File: config.mk
export PLATFORM = sky130hd
export DESIGN_NAME = mem_stage_lsu_flat
export DESIGN_NICKNAME = d
export VERILOG_FILES = /design/src/rtl/rv32i_types.sv /design/src/rtl/mem_stage_lsu_if.sv /design/src/rtl/load_align.sv /design/src/rtl/mem_stage_lsu.sv /design/src/flat_wrapper.sv
export SDC_FILE = /design/constraint.sdc
export NUM_CORES = 1
export LEC_CHECK = 0
export ABC_AREA = 1
export BUFFER_PORTS_ARGS = -buffer_cell sky130_fd_sc_hd__buf_2
export CAP_MARGIN = 5
export CORE_AREA = 3 3 168 170
export DETAILED_ROUTE_END_ITERATION = 10
export DIE_AREA = 0 0 171 173
export HOLD_SLACK_MARGIN = 0.05
export PLACE_DENSITY = 0.57
export SLEW_MARGIN = 20
export SYNTH_ARGS = -nofsm -noshare
export SYNTH_HDL_FRONTEND = slang
export SYNTH_SLANG_ARGS = --single-unit
File: constraint.sdc
create_clock -name clk -period 3.3 [get_ports clk]
set_input_delay 0.33 -clock clk [delete_from_list [all_inputs] [get_ports clk]]
set_output_delay 0.33 -clock clk [all_outputs]
set_load 0.01 [all_outputs]
File: src/rtl/rv32i_types.sv
`default_nettype none
// -----------------------------------------------------------------------------
// rv32i_types : shared pipeline types, LSU state encoding and lane masks
// Revision    : 1.0
// -----------------------------------------------------------------------------
package rv32i_types;

  typedef enum logic [1:0] {
    IDLE   = 2'd0,
    ACCESS = 2'd1,
    DONE   = 2'd2
  } lsu_state_t;

  localparam logic [3:0] MBE_B = 4'b0001;
  localparam logic [3:0] MBE_H = 4'b0011;
  localparam logic [3:0] MBE_W = 4'b1111;

  localparam logic [2:0] F3_LB  = 3'b000;
  localparam logic [2:0] F3_LH  = 3'b001;
  localparam logic [2:0] F3_LW  = 3'b010;
  localparam logic [2:0] F3_LBU = 3'b100;
  localparam logic [2:0] F3_LHU = 3'b101;
  localparam logic [2:0] F3_SB  = 3'b000;
  localparam logic [2:0] F3_SH  = 3'b001;
  localparam logic [2:0] F3_SW  = 3'b010;

  typedef struct packed {
    logic       mem_read_d;
    logic       mem_write_d;
    logic [2:0] funct3;
  } mem_ctrl_t;

  typedef struct packed {
    logic [31:0] mem_addr;
    logic [3:0]  rmask;
    logic [3:0]  wmask;
    logic [31:0] mem_rdata;
    logic [31:0] mem_wdata;
  } rvfi_mem_t;

  typedef struct packed {
    logic [4:0] rd;
    logic       reg_write;
    mem_ctrl_t  mem;
    rvfi_mem_t  rvfi;
  } control_word;

endpackage
`default_nettype wire

File: src/rtl/mem_stage_lsu_if.sv
`default_nettype none
// -----------------------------------------------------------------------------
// mem_stage_lsu_if : data-cache request/response bus between LSU and cache
// Revision         : 1.0
// -----------------------------------------------------------------------------
interface mem_stage_lsu_if;
  logic        dmem_read;
  logic        dmem_write;
  logic [31:0] dmem_address;
  logic [31:0] dmem_wdata;
  logic [3:0]  dmem_mbe;
  logic [31:0] dmem_rdata;
  logic        dmem_resp;

  modport master (
    output dmem_read, dmem_write, dmem_address, dmem_wdata, dmem_mbe,
    input  dmem_rdata, dmem_resp
  );

  modport slave (
    input  dmem_read, dmem_write, dmem_address, dmem_wdata, dmem_mbe,
    output dmem_rdata, dmem_resp
  );
endinterface
`default_nettype wire

File: src/rtl/load_align.sv
`default_nettype none
// -----------------------------------------------------------------------------
// load_align : selects the addressed byte/half of a load word and extends it
// Revision   : 1.0
// -----------------------------------------------------------------------------
module load_align
  import rv32i_types::*;
(
  input  logic [31:0] rdata,
  input  logic [1:0]  off,
  input  logic [2:0]  load_funct3,
  output logic [31:0] data
);

  logic [7:0]  w_byte;
  logic [15:0] w_half;

  always_comb begin
    case (off)
      2'd0:    w_byte = rdata[7:0];
      2'd1:    w_byte = rdata[15:8];
      2'd2:    w_byte = rdata[23:16];
      default: w_byte = rdata[31:24];
    endcase
    // Halfword loads ignore off[0]; misalignment is not trapped here.
    w_half = off[1] ? rdata[31:16] : rdata[15:0];

    case (load_funct3)
      F3_LB:   data = {{24{w_byte[7]}}, w_byte};
      F3_LBU:  data = {24'b0, w_byte};
      F3_LH:   data = {{16{w_half[15]}}, w_half};
      F3_LHU:  data = {16'b0, w_half};
      default: data = rdata;
    endcase
  end

endmodule
`default_nettype wire

File: src/rtl/mem_stage_lsu.sv
`default_nettype none
// -----------------------------------------------------------------------------
// mem_stage_lsu : MEM-stage load/store unit, cache initiator and WB producer
// Revision      : 1.0
// -----------------------------------------------------------------------------
module mem_stage_lsu
  import rv32i_types::*;
#(
  parameter int ADDR_W = 32,
  parameter int DATA_W = 32
) (
  input  logic                clk,
  input  logic                rst,
  input  logic                ex_mem_valid,
  input  control_word         cw_in,
  input  logic [ADDR_W-1:0]   alu_out,
  input  logic [DATA_W-1:0]   rs2_data,
  mem_stage_lsu_if.master     dmem,
  output logic [DATA_W-1:0]   mem_data_out,
  output logic                mem_wb_valid,
  output logic                mem_wb_rdy,
  output logic                stall_mem,
  output control_word         cw_out
);

  lsu_state_t r_state;
  lsu_state_t w_next;

  logic              w_memop;
  logic              w_rdy;
  logic [3:0]        w_lanes;
  logic [DATA_W-1:0] w_wdata_rep;
  logic [DATA_W-1:0] w_load;

  logic [ADDR_W-1:0] r_addr;
  logic [DATA_W-1:0] r_wdata;
  logic [DATA_W-1:0] r_rdata_q;
  logic [3:0]        r_mbe;
  logic [3:0]        r_rmask;
  logic [2:0]        r_funct3;
  logic              r_mem_read;
  logic              r_mem_write;

  assign w_memop = ex_mem_valid & (cw_in.mem.mem_read_d | cw_in.mem.mem_write_d);

  // Lane pattern is shared by loads (rmask) and stores (mbe).
  always_comb begin
    case (cw_in.mem.funct3[1:0])
      2'b00: begin
        w_lanes     = MBE_B << alu_out[1:0];
        w_wdata_rep = {4{rs2_data[7:0]}};
      end
      2'b01: begin
        w_lanes     = MBE_H << {alu_out[1], 1'b0};
        w_wdata_rep = {2{rs2_data[15:0]}};
      end
      default: begin
        w_lanes     = MBE_W;
        w_wdata_rep = rs2_data;
      end
    endcase
  end

  always_ff @(posedge clk) begin
    if (rst) begin
      r_state <= IDLE;
    end else begin
      r_state <= w_next;
    end
  end

  always_comb begin
    w_next          = r_state;
    w_rdy           = 1'b0;
    dmem.dmem_read  = 1'b0;
    dmem.dmem_write = 1'b0;
    case (r_state)
      IDLE: begin
        if (w_memop) begin
          w_next = ACCESS;
        end else begin
          w_rdy = ex_mem_valid;
        end
      end
      ACCESS: begin
        // Registered op type keeps the request alive through a flush.
        dmem.dmem_read  = r_mem_read;
        dmem.dmem_write = r_mem_write;
        if (dmem.dmem_resp) begin
          w_next = DONE;
        end
      end
      DONE: begin
        w_rdy  = 1'b1;
        w_next = IDLE;
      end
      default: begin
        w_next = IDLE;
      end
    endcase
  end

  always_ff @(posedge clk) begin
    if (rst) begin
      r_addr      <= '0;
      r_wdata     <= '0;
      r_rdata_q   <= '0;
      r_mbe       <= '0;
      r_rmask     <= '0;
      r_funct3    <= '0;
      r_mem_read  <= 1'b0;
      r_mem_write <= 1'b0;
    end else begin
      if (r_state == IDLE && w_memop) begin
        r_addr      <= alu_out;
        r_funct3    <= cw_in.mem.funct3;
        r_mem_read  <= cw_in.mem.mem_read_d;
        r_mem_write <= cw_in.mem.mem_write_d;
        r_mbe       <= cw_in.mem.mem_write_d ? w_lanes : 4'b0000;
        r_rmask     <= cw_in.mem.mem_read_d ? w_lanes : 4'b0000;
        r_wdata     <= cw_in.mem.mem_write_d ? w_wdata_rep : '0;
      end
      if (r_state == ACCESS && dmem.dmem_resp) begin
        r_rdata_q <= dmem.dmem_rdata;
      end
    end
  end

  load_align u_load_align (
    .rdata       (r_rdata_q),
    .off         (r_addr[1:0]),
    .load_funct3 (r_funct3),
    .data        (w_load)
  );

  assign dmem.dmem_address = {r_addr[ADDR_W-1:2], 2'b00};
  assign dmem.dmem_wdata   = r_wdata;
  assign dmem.dmem_mbe     = r_mbe;

  assign mem_data_out = (r_state == DONE && r_mem_read) ? w_load : '0;
  assign mem_wb_valid = ex_mem_valid & ~rst;
  assign mem_wb_rdy   = w_rdy & ~rst;
  assign stall_mem    = w_memop & (r_state != DONE) & ~rst;

  always_comb begin
    cw_out      = cw_in;
    cw_out.rvfi = '0;
    if (w_memop && r_state != IDLE) begin
      cw_out.rvfi.mem_addr  = dmem.dmem_address;
      cw_out.rvfi.rmask     = r_rmask;
      cw_out.rvfi.wmask     = r_mbe;
      cw_out.rvfi.mem_wdata = r_wdata;
      cw_out.rvfi.mem_rdata = r_rdata_q;
    end
  end

endmodule
`default_nettype wire

File: src/flat_wrapper.sv
// flat-port wrapper written by rule: the top's interface ports become plain ports
module mem_stage_lsu_flat import rv32i_types::*;
#(
  parameter int ADDR_W = 32,
  parameter int DATA_W = 32
)
  (clk, rst, ex_mem_valid, cw_in, alu_out, rs2_data, mem_data_out, mem_wb_valid, mem_wb_rdy, stall_mem, cw_out, dmem_dmem_read, dmem_dmem_write, dmem_dmem_address, dmem_dmem_wdata, dmem_dmem_mbe, dmem_dmem_rdata, dmem_dmem_resp);
  mem_stage_lsu_if dmem_i ();
  input  logic clk;
  input  logic rst;
  input  logic ex_mem_valid;
  input  control_word cw_in;
  input  logic [ADDR_W-1:0] alu_out;
  input  logic [DATA_W-1:0] rs2_data;
  output logic [DATA_W-1:0] mem_data_out;
  output logic mem_wb_valid;
  output logic mem_wb_rdy;
  output logic stall_mem;
  output control_word cw_out;
  output wire logic [$bits(dmem_i.dmem_read)-1:0] dmem_dmem_read;
  output wire logic [$bits(dmem_i.dmem_write)-1:0] dmem_dmem_write;
  output wire logic [$bits(dmem_i.dmem_address)-1:0] dmem_dmem_address;
  output wire logic [$bits(dmem_i.dmem_wdata)-1:0] dmem_dmem_wdata;
  output wire logic [$bits(dmem_i.dmem_mbe)-1:0] dmem_dmem_mbe;
  input wire logic [$bits(dmem_i.dmem_rdata)-1:0] dmem_dmem_rdata;
  input wire logic [$bits(dmem_i.dmem_resp)-1:0] dmem_dmem_resp;
  assign dmem_dmem_read = dmem_i.dmem_read;
  assign dmem_dmem_write = dmem_i.dmem_write;
  assign dmem_dmem_address = dmem_i.dmem_address;
  assign dmem_dmem_wdata = dmem_i.dmem_wdata;
  assign dmem_dmem_mbe = dmem_i.dmem_mbe;
  assign dmem_i.dmem_rdata = dmem_dmem_rdata;
  assign dmem_i.dmem_resp = dmem_dmem_resp;
  mem_stage_lsu #(.ADDR_W(ADDR_W), .DATA_W(DATA_W)) u_core (.clk(clk), .rst(rst), .ex_mem_valid(ex_mem_valid), .cw_in(cw_in), .alu_out(alu_out), .rs2_data(rs2_data), .dmem(dmem_i), .mem_data_out(mem_data_out), .mem_wb_valid(mem_wb_valid), .mem_wb_rdy(mem_wb_rdy), .stall_mem(stall_mem), .cw_out(cw_out));
endmodule
==> results.py <==
metrics = {
    "clock_network": {
        "clkTransAtPathRegs_ns": 0.09,
        "numCtsBuffers": 9,
        "holdBufCountCts": 0,
        "post_cts_resized": 0,
        "clk_path_buf_depth": 2,
        "cts_tree": "built",
        "post-cts-setup-buffers": 0,
        "clkSinkCount": 111,
        "insertion_delay_ns": 0.36,
        "cts-htree-levels": 3,
        "root_buffer": "clkbuf_16",
    },
    "critical_path": {
        "setup.worst_path.class": "flip-flop to output pin",
        "cp_num_buf_inv": 3,
        "critPathRequiredTime_ns": 2.97,
        "critical_path.max_fanout": 27,
        "critPathArrivalTime_ns": 2.32,
        "start_kind": "flip-flop",
        "max_stage_delay_ns": 0.71,
        "path_cells": "inv_1, buf_4, nand2_1, nor2_1, nor3_1, buf_2",
        "cp_top_family": "flip-flops",
        "cpMaxStageDelayCell": "dfxtp_1",
        "end_kind": "output pin",
        "rrSetupSlack_ns": 1.74,
    },
    "cells_and_area": {
        "final_util": 0.298,
        "fillers": 3006,
        "final_nets": 1383,
        "stdcell_count": 1515,
        "syn2layout_area_growth_pct": 27.7,
        "drive_gt1_frac": 0.328,
    },
    "synthesis": {
        "syn_area_sq_um": 6280,
        "synth_ff_type": "dfxtp_1",
        "ys_seq_area_frac": 0.354,
        "syn_inst": 939,
        "synth-edff-count": 0,
        "synthArstFlopShare": 0,
        "synth.distinct_cells": 28,
        "synth_seq_cells": 111,
        "syn_avg_cell_area_sq_um": 6.68,
        "ys_warn_count": 0,
    },
    "detailed_routing": {
        "num_vias": 6627,
        "drt-vias-per-instance": 4.37,
        "first_iter_violations": 409,
        "detail-route-antenna-nets": 0,
        "dr.pass1.iters": 5,
        "wl_per_cell_um": 14.8,
        "wl_mm": 22.5,
        "drc": 0,
    },
    "power_and_ir_drop": {
        "fin_total_pwr_uw": 3220,
        "p_switching_uw": 1010,
        "leakagePower_uw": 0.00378,
        "combPwrFrac": 0.192,
        "seq_power_share": 0.462,
        "power.density_nw_per_um2": 401,
        "power.share.switching": 0.315,
        "ir_drop_mv": 0.219,
        "p_int_uw": 2200,
        "power.clock.fraction": 0.347,
    },
    "hold_path": {
        "hold_path.class": "input pin to flip-flop",
    },
    "place": {
        "dp_cells": 1498,
        "gp_congestion": 0.815,
        "place_hpwl_mm": 16.7,
        "io_buffers": 314,
    },
    "timing": {
        "hold_slack_ns": 0.223,
        "fin_tns_setup_ns": 0,
        "rsz0062_at_grt": "false",
        "setup_viol": 0,
        "tightestPinTransition_ns": 0.766,
        "period_minus_slack_ns": 2.65,
        "hold_viol": 0,
        "relSlewSlack": 0.489,
        "slew_violations": 0,
        "period_share": 0.803,
        "skew_ns": 0.0102,
        "fmaxAchievable_mhz": 377,
    },
    "grt": {
        "grt_pass1_wl_mm": 34.2,
        "grt_max_degree": 115,
        "grtUsageTotal": 0.145,
        "grt_pass1_vias": 6176,
        "antenna_found_initial": 1,
        "grt_overflow_total": 0,
    },
    "floorplanning": {
        "die_w_um": 171,
        "rows": 60,
        "ios": 435,
        "die-area_sq_um": 29600,
        "start_util": 0.234,
        "core_area_sq_um": 26900,
        "die_h_um": 173,
    },
    "run": {
        "maxCapViolCount": 0,
    },
    "status": {
        "status": "complete, no violations",
    },
}
==> logic make-up after synthesis <==
| family | share of synthesized area |
|---|---|
| other | 0.000598 |
| DFF | 0.354 |
| buffers and inverters | 0.194 |
| and+or+nand+nor | 0.237 |
| AOI/OAI and AO/OA | 0.215 |
==> power by group through the flow <==
stage	registers, uW	logic (uW)	clock network [uW]
after floorplan	1500	461	0
after global placement	1510	618	0
after detailed placement	1510	622	0
after CTS	1480	625	1160
after global routing	1500	693	1220
final	1480	616	1110
==> final timing paths <==
| check | start | endpoint | cells after the start |
|---|---|---|---|
| worst min register to register | u_core.r_rmask[3]$_SDFFE_PP0P_ | u_core.r_rmask[3]$_SDFFE_PP0P_ | 2 |
| worst max-delay path | u_core.r_funct3[1]$_SDFFE_PP0P_ | mem_data_out[4] | 6 |
| worst min-delay path | dmem_dmem_resp | u_core.r_state[1]$_SDFFE_PP0P_ | 3 |
| worst max register to register | u_core.r_funct3[1]$_SDFFE_PP0P_ | u_core.r_funct3[1]$_SDFFE_PP0P_ | 3 |
==> worst min-delay path: cells and delay by family <==
family	cells	cell delay (ns)
buffers and inverters	1	0.11
and+or+nand+nor	2	0.09
==> per-stage QoR <==
stage	cell area [sq um]	worst slack, ns
floorplan	6290	1.77
global placement	7720	1.06
detailed placement	7720	1.09
CTS	8010	0.653
global route	8010	0.439
finish	8010	0.649
==> flip-flops by register name, summed over array words and instances (netlist names) <==
register / count
u_core.r_funct3: 3
u_core.r_rmask: 4
u_core.r_rdata_q: 32
u_core.dmem.dmem_mbe: 4
u_core.r_addr: 32
u_core.r_mem_write: 1
u_core.dmem.dmem_wdata: 32
u_core.r_mem_read: 1
u_core.r_state: 2
==> layout by cell type, fill, tap and decap left out, drive strengths merged, types with 3 or more instances in the layout <==
cell type | synthesis | final
inv | 140 | 142
a21oi | 83 | 83
conb | 1 | 4
nand4 | 3 | 3
clkbuf | 18 | 11
dfxtp | 111 | 111
nor3 | 6 | 6
nand3 | 12 | 12
o21ai | 54 | 54
nand2 | 142 | 142
a211oi | 67 | 67
clkinv | 0 | 3
nor2 | 210 | 210
buf | 90 | 323
==> synth_stat cells, types with 3 or more instances <==
master    number  area share
nor2_2         4      0.0040
nor2_1       205        0.12
nand4_1        3      0.0030
clkbuf_1      17       0.010
nand2_1      140       0.084
a21oi_1       80       0.064
buf_2         25       0.020
buf_6          7       0.013
nand3_1       11      0.0088
buf_1          5      0.0030
a211oi_1      38       0.045
buf_4         53       0.063
a211oi_2      29       0.058
a21oi_2        3      0.0042
inv_1        138       0.083
dfxtp_1      111        0.35
nor3_1         6      0.0048
o21ai_0       52       0.041
==> layout make-up <==
class	count	area, sq um	area share
Multi-Input combinational cell	583	2870	0.358
Sequential cell	111	2220	0.277
Timing Repair Buffer	323	1680	0.210
Antenna cell	1	2.50	0.000312
Inverter	140	526	0.0656
Tap cell	341	427	0.0532
Clock buffer	11	253	0.0315
Clock inverter	5	40.0	0.00500
==> layer usage <==
metal  track usage  part of all wire  vias to the layer above
li1              -                 -                     3358
met1         0.187              0.44                     3013
met2         0.246              0.48                      243
met3        0.0357             0.072                       13
met4        0.0298            0.0092                        0
met5             0                 0                        -
(Power assumes the default switching activity.)
